$ cat src/rtl/spdif_pkg.sv
// Shared constants, FSM state type and preamble helper for the S/PDIF frame encoder.
// The preamble patterns are written for a preceding line level of 0.
package spdif_pkg;

    localparam logic [7:0] PRE_B = 8'hE8;
    localparam logic [7:0] PRE_M = 8'hE2;
    localparam logic [7:0] PRE_W = 8'hE4;

    localparam int SLOTS_PER_SUBFRAME = 32;
    localparam int FRAMES_PER_BLOCK   = 192;
    localparam int AUDIO_W            = 24;

    localparam int UIS_PER_SLOT = 2;
    localparam int PRE_UIS      = 4 * UIS_PER_SLOT;
    localparam int DATA_UIS     = AUDIO_W * UIS_PER_SLOT;
    localparam int TRAILER_UIS  = 4 * UIS_PER_SLOT;

    typedef enum logic [1:0] {
        ST_IDLE,
        ST_PREAMBLE,
        ST_DATA,
        ST_TRAILER
    } spdif_state_e;

    // B opens a block, M opens every other frame, W always opens the right subframe.
    function automatic logic [7:0] preamble_pattern(input logic right_sub, input logic block_first);
        logic [7:0] pat;
        if (right_sub)
            pat = PRE_W;
        else if (block_first)
            pat = PRE_B;
        else
            pat = PRE_M;
        return pat;
    endfunction

endpackage

$ cat src/rtl/spdif_bmc_serializer.sv
// Biphase-mark line driver: advances the line level once per UI tick, from either a
// preamble pattern (inverted when the preceding level was 1) or a slot data bit.
module spdif_bmc_serializer (
    input  logic clk,
    input  logic reset,
    input  logic ui_tick,
    input  logic pre_en,
    input  logic pre_first,
    input  logic pre_bit,
    input  logic slot_half,
    input  logic slot_bit,
    output logic spdif_out
);

    logic level_q;
    logic pre_inv_q;
    logic pre_inv;
    logic level_d;

    always_comb begin
        pre_inv = pre_first ? level_q : pre_inv_q;
        level_d = level_q;
        if (pre_en)
            level_d = pre_bit ^ pre_inv;
        else if (!slot_half)
            level_d = ~level_q;
        else
            level_d = level_q ^ slot_bit;
    end

    always_ff @(posedge clk) begin
        if (reset) begin
            level_q   <= 1'b0;
            pre_inv_q <= 1'b0;
        end else if (ui_tick) begin
            level_q <= level_d;
            if (pre_en && pre_first)
                pre_inv_q <= level_q;
        end
    end

    assign spdif_out = level_q;

endmodule

$ cat src/rtl/spdif_frame_encoder.sv
// IEC 60958 consumer frame assembler and BMC encoder fed by a one-entry sample holding register.
// frame_start/block_start/underrun are asserted in the cycle whose UI tick launches the B/M preamble.
module spdif_frame_encoder
    import spdif_pkg::*;
#(
    parameter int         UI_DIV  = 4,
    parameter logic [3:0] CS_FS   = 4'b0010,
    parameter logic       CS_COPY = 1'b1
) (
    input  logic                pin_i2s_bclk_pll,
    input  logic                reset,
    input  logic [AUDIO_W-1:0]  s_left,
    input  logic [AUDIO_W-1:0]  s_right,
    input  logic                s_valid,
    output logic                s_ready,
    output logic                spdif_out,
    output logic                frame_start,
    output logic                block_start,
    output logic                underrun
);

    localparam int              CNT_W   = (UI_DIV > 1) ? $clog2(UI_DIV) : 1;
    localparam logic [CNT_W-1:0] UI_LAST = CNT_W'(UI_DIV - 1);

    logic clk;
    assign clk = pin_i2s_bclk_pll;

    logic             run_q;
    logic [CNT_W-1:0] ui_cnt_q;
    logic             ui_tick;

    spdif_state_e state_q, state_d;
    logic [5:0]   idx_q, idx_d;
    logic         sub_q, sub_d;
    logic [7:0]   frame_q, frame_d;
    logic         frame_load;

    logic                       full_q, full_d;
    logic                       xfer;
    logic signed [AUDIO_W-1:0]  hold_left, hold_right;
    logic signed [AUDIO_W-1:0]  tx_left, tx_right;
    logic                       tx_v;

    logic signed [AUDIO_W-1:0]  sub_audio;
    logic                       cs_now;
    logic                       parity;
    logic [7:0]                 pre_pat;
    logic                       pre_en, pre_first, pre_bit;
    logic                       slot_half, slot_bit;

    function automatic logic cs_bit(input logic [7:0] idx);
        logic b;
        b = 1'b0;
        if (idx == 8'd2)
            b = CS_COPY;
        else if (idx >= 8'd24 && idx <= 8'd27)
            b = CS_FS[idx[1:0]];
        return b;
    endfunction

    // UI timebase; run_q holds the counter for the first cycle out of reset
    assign ui_tick = run_q && (ui_cnt_q == UI_LAST);

    always_comb begin
        state_d    = state_q;
        idx_d      = idx_q;
        sub_d      = sub_q;
        frame_d    = frame_q;
        frame_load = 1'b0;
        if (ui_tick) begin
            case (state_q)
                ST_IDLE: begin
                    state_d    = ST_PREAMBLE;
                    idx_d      = '0;
                    sub_d      = 1'b0;
                    frame_d    = '0;
                    frame_load = 1'b1;
                end
                ST_PREAMBLE: begin
                    if (idx_q == 6'(PRE_UIS - 1)) begin
                        state_d = ST_DATA;
                        idx_d   = '0;
                    end else begin
                        idx_d = idx_q + 1'b1;
                    end
                end
                ST_DATA: begin
                    if (idx_q == 6'(DATA_UIS - 1)) begin
                        state_d = ST_TRAILER;
                        idx_d   = '0;
                    end else begin
                        idx_d = idx_q + 1'b1;
                    end
                end
                ST_TRAILER: begin
                    if (idx_q == 6'(TRAILER_UIS - 1)) begin
                        state_d = ST_PREAMBLE;
                        idx_d   = '0;
                        if (!sub_q) begin
                            sub_d = 1'b1;
                        end else begin
                            sub_d      = 1'b0;
                            frame_load = 1'b1;
                            frame_d    = (frame_q == 8'(FRAMES_PER_BLOCK - 1)) ? 8'd0 : frame_q + 8'd1;
                        end
                    end else begin
                        idx_d = idx_q + 1'b1;
                    end
                end
                default: state_d = ST_IDLE;
            endcase
        end
    end

    // A pair arriving on a frame-start edge stays buffered for the following frame
    assign s_ready = !full_q;
    assign xfer    = s_valid && s_ready;

    always_comb begin
        if (frame_load)
            full_d = xfer;
        else
            full_d = full_q | xfer;
    end

    always_ff @(posedge clk) begin
        if (reset) begin
            run_q    <= 1'b0;
            ui_cnt_q <= '0;
            state_q  <= ST_IDLE;
            idx_q    <= '0;
            sub_q    <= 1'b0;
            frame_q  <= '0;
            full_q   <= 1'b0;
        end else begin
            run_q <= 1'b1;
            if (run_q)
                ui_cnt_q <= ui_tick ? '0 : ui_cnt_q + 1'b1;
            state_q <= state_d;
            idx_q   <= idx_d;
            sub_q   <= sub_d;
            frame_q <= frame_d;
            full_q  <= full_d;
        end
    end

    always_ff @(posedge clk) begin
        if (xfer) begin
            hold_left  <= s_left;
            hold_right <= s_right;
        end
        if (frame_load) begin
            tx_left  <= full_q ? hold_left : '0;
            tx_right <= full_q ? hold_right : '0;
            tx_v     <= !full_q;
        end
    end

    // Slot content for the UI about to be launched on this tick
    always_comb begin
        sub_audio = sub_d ? tx_right : tx_left;
        cs_now    = cs_bit(frame_d);
        parity    = (^sub_audio) ^ tx_v ^ cs_now;
        pre_pat   = preamble_pattern(sub_d, frame_d == 8'd0);
        pre_en    = (state_d == ST_PREAMBLE);
        pre_first = (idx_d == 6'd0);
        pre_bit   = pre_pat[~idx_d[2:0]];
        slot_half = idx_d[0];
        slot_bit  = 1'b0;
        if (state_d == ST_DATA) begin
            slot_bit = sub_audio[idx_d[5:1]];
        end else begin
            case (idx_d[2:1])
                2'd0:    slot_bit = tx_v;
                2'd1:    slot_bit = 1'b0;
                2'd2:    slot_bit = cs_now;
                default: slot_bit = parity;
            endcase
        end
    end

    spdif_bmc_serializer u_bmc (
        .clk       (clk),
        .reset     (reset),
        .ui_tick   (ui_tick),
        .pre_en    (pre_en),
        .pre_first (pre_first),
        .pre_bit   (pre_bit),
        .slot_half (slot_half),
        .slot_bit  (slot_bit),
        .spdif_out (spdif_out)
    );

    assign frame_start = frame_load;
    assign block_start = frame_load && (frame_d == 8'd0);
    assign underrun    = frame_load && !full_q;

endmodule

$ cat config.mk
export PLATFORM = sky130hd
export DESIGN_NAME = spdif_frame_encoder
export DESIGN_NICKNAME = d
export VERILOG_FILES = /design/src/rtl/spdif_pkg.sv /design/src/rtl/spdif_bmc_serializer.sv /design/src/rtl/spdif_frame_encoder.sv
export SDC_FILE = /design/constraint.sdc
export NUM_CORES = 1
export LEC_CHECK = 0
export ABC_AREA = 1
export CORE_MARGIN = 2
export CORE_UTILIZATION = 40
export CTS_CLUSTER_SIZE = 12
export DETAILED_ROUTE_END_ITERATION = 10
export PLACE_DENSITY = 0.61
export RECOVER_POWER = 25
export SYNTH_ARGS = -nofsm -noshare
export SYNTH_HDL_FRONTEND = slang
export SYNTH_SLANG_ARGS = --single-unit
$ cat constraint.sdc
create_clock -name pin_i2s_bclk_pll -period 3.98 [get_ports pin_i2s_bclk_pll]
set_input_delay 0.597 -clock pin_i2s_bclk_pll [delete_from_list [all_inputs] [get_ports pin_i2s_bclk_pll]]
set_output_delay 0.597 -clock pin_i2s_bclk_pll [all_outputs]
set_load 0.005 [all_outputs]
==> metrics <==
outcome finished, final reports clean; Yosys warnings 0; core area approximately 16000 um^2; Synth area leaders edfxtp_1 45%, nand2_1 20%, inv_1 8.2%; Yosys cell types 36; Die Width about 130 um; Cell Rows 46; Syn Nets 886; Worst setup SP type register; layout cells sized above 1 between 6 and 7%; M1 WL 5880 um; Critical Path AT between 3 and 4 ns; WL/cell 11.2 um; maximum vdd drop between 0.0003 and 0.0004 V; worst path bufs/invs 4; ys flop type edfxtp_1; Final Skew roughly 0.014 ns; Crit. End Element primary output; global route total overflow 0; I/O Pins 56; Post-route DRC 0; slowest cell delay on critical path 0.51 ns; max-slew violation count 0; Clock Latency Late Sink between 0.4 and 0.5 ns; NumNets Final roughly 940; Area Growth Syn to Fin 20.3%; vias in the first global route around 4800; drt pass-1 iters 5; ANT nets after route 0; met3 wire length roughly 530 um; FF-to-FF Start idx_q[1]; final hold violations 0; Seq cells post-synth between 100 and 150; GRT Util Overall 15.7%; Worst path top cell family by delay simple AND/OR/NAND/NOR gates; relative slew slack 35.6%; Max Cap Viol 0; met2 routed WL between 5000 and 6000 um; initial antenna violation count 0; highest metal used met4; Initial Utilization between 40% and 50%; number of flops mapped to enable cells by yosys slightly below 100; Setup TNS Final 0 ns; Crit path required time 3.38 ns; initial DRC count 309; min Tclk post-route 3.75 ns; sequential area share after synthesis between 50% and 60%; slew at the pin closest to its max-slew limit 0.966 ns; I/O Buffers 55; asr flop ratio synth 0%; Worst Hold Class register to register; first-pass GRT wire length roughly 22000 um; Max Fanout on Critical Path 7; post-layout util between 40% and 50%; critical path cell sequence inv_1 > ha_2 > inv_1 > nand3_4 > nor2_1 > inv_1 > o21ai_2 > o21ai_0 > nand2_1 > nand2_1 > nor2_1 > nand2_1 > nor2_2 > clkdlybuf4s50_1; Achievable Freq between 0.2 and 0.3 GHz; Syn Area/Cell 7.84 um^2; PwrDens roughly 390 nW/um^2; Via density 4.51; hold-fix buffers at CTS 0; CTS tree built; clock tree buffer depth 2; CTS clk-pin slew, worst paths ~0.060 ns; endpoints failing setup 0; full die area roughly 17000 um^2; WL final ~12000 um; Hold Path Origin hold_left[23]; setup bufs post-CTS 0; synthesized netlist cell count 826; ant diodes 0; Critical path origin state_q[0]; DP HPWL between 8000 and 9000 um; fin crit share a little over nine tenths; share of the synthesized area in the top cell type between 40 and 50%; largest net degree at the start of global routing just under 50; Root Buffer clkbuf_16; clock sinks 120; Synth Cell Area roughly 6500 um^2; Crit Path Class register to primary output; area leader, netlist edfxtp_1; gpl congestion slightly above 0.8; RSZ-0062 raised after global routing false; leakage power 3.75 nW; H-tree lvl count 4; slowest CP cell clkdlybuf4s50_1; Die H 131 um; routed vias ~5000; CTS Buf Count 17
[sequential cells by signal, summed over array words and instances (netlist names), 2 cells and up]
name and count:
hold_right 24, tx_right 24, frame_q 8, idx_q 6, hold_left 24, ui_cnt_q 2
tx_left 24, state_q 2
[worst min-delay path: stages (launching register included)]
cell      delay, ns
edfxtp_1       0.31
nand2_1        0.05
inv_1          0.04
[synth_stat cells, drive strengths merged, types with 2 or more instances]
| cell type | number |
|---|---|
| xor2 | 3 |
| dfxtp | 23 |
| clkinv | 2 |
| o21ai | 26 |
| o211ai | 2 |
| a21oi | 11 |
| nand2 | 354 |
| nand3 | 60 |
| edfxtp | 97 |
| nor2 | 49 |
| buf | 12 |
| ha | 9 |
| clkbuf | 8 |
| inv | 143 |
| nor3 | 8 |
| a21o | 2 |
| nand4 | 9 |
[routing by layer]
metal	global-route usage, %	vias to the layer above
met2	25.7	79
met1	20.0	2228
met3	3.94	15
li1	-	2703
met5	0	-
met4	5.98	0
[cell usage in the layout (no fill, tap or decap), types with 2 or more instances in the layout]
cell,synthesis,layout
nor2_2,1,2
inv_6,0,3
clkdlybuf4s50_1,0,7
clkinv_2,0,2
nand2_4,7,6
nor3_1,8,7
nand3_1,58,58
inv_2,1,2
xor2_1,3,3
inv_1,142,141
a21o_1,2,2
buf_4,2,4
clkinvlp_4,0,2
nand2_2,5,5
o21ai_0,19,15
dfxtp_1,23,23
nand2_1,342,342
clkinv_4,0,4
o211ai_1,2,2
o21ai_2,2,4
clkbuf_16,0,17
o21ai_1,5,7
nor2_1,47,45
ha_1,9,8
dlygate4sd3_1,0,48
edfxtp_1,97,97
clkinv_1,2,5
a21oi_1,11,11
nand4_1,9,9
[timing repair]
action	4_1_cts	5_1_grt
resized for setup	1	9
cloned	0	0
setup endpoints to repair	1	2
[per-stage QoR]
stage | hold slack, ns | instance area, um^2 | std cells | total power (W) | setup slack, ns
global route | 0.524 | 7780 | 1113 | 0.00321 | 0.00411
detailed placement | 0.487 | 7200 | 1081 | 0.00168 | 0.437
global placement | 0.485 | 7200 | 1081 | 0.00168 | 0.446
finish | 0.494 | 7780 | 1113 | 0.00307 | 0.230
CTS | 0.493 | 7760 | 1113 | 0.00312 | 0.0441
floorplan | 0.481 | 6470 | 826 | 0.00160 | 0.483
[power breakdown]
group / switching, W / internal [W] / total (W)
Clock: 0.000569 / 0.000857 / 0.00143
Sequential: 0.0000198 / 0.00141 / 0.00143
Combinational: 0.000128 / 0.0000870 / 0.000215
[final cells by class]
| type | count | area [um^2] |
|---|---|---|
| Fill cell | 1519 | 8040 |
| Clock buffer | 17 | 425 |
| Inverter | 145 | 544 |
| Tap cell | 216 | 270 |
| Clock inverter | 15 | 128 |
| Multi-Input combinational cell | 541 | 2460 |
| Timing Repair Buffer | 59 | 581 |
| Sequential cell | 120 | 3370 |
[cell families (layout without fill, tap and decap cells)]
kind of cell	after synthesis	in the layout	synth area share (%)
flip-flops	120	120	52.1
buffers and inverters	165	236	10.4
XOR/XNOR	4	4	0.541
adder cells (fa/ha/maj)	9	9	1.74
AO/OA/AOI/OAI	45	45	3.89
AND/OR/NAND/NOR	483	483	31.4
[path summary, 6_finish.rpt]
kind | end | slack [ns] | cells after the start
worst max-delay path | block_start | 0.23 | 14
worst min register to register | tx_left[23] | 0.49 | 2
worst max register to register | u_bmc.spdif_out | 0.54 | 26
worst min-delay path | tx_left[23] | 0.49 | 2
Note: power is estimated with default switching activity, not from simulation.
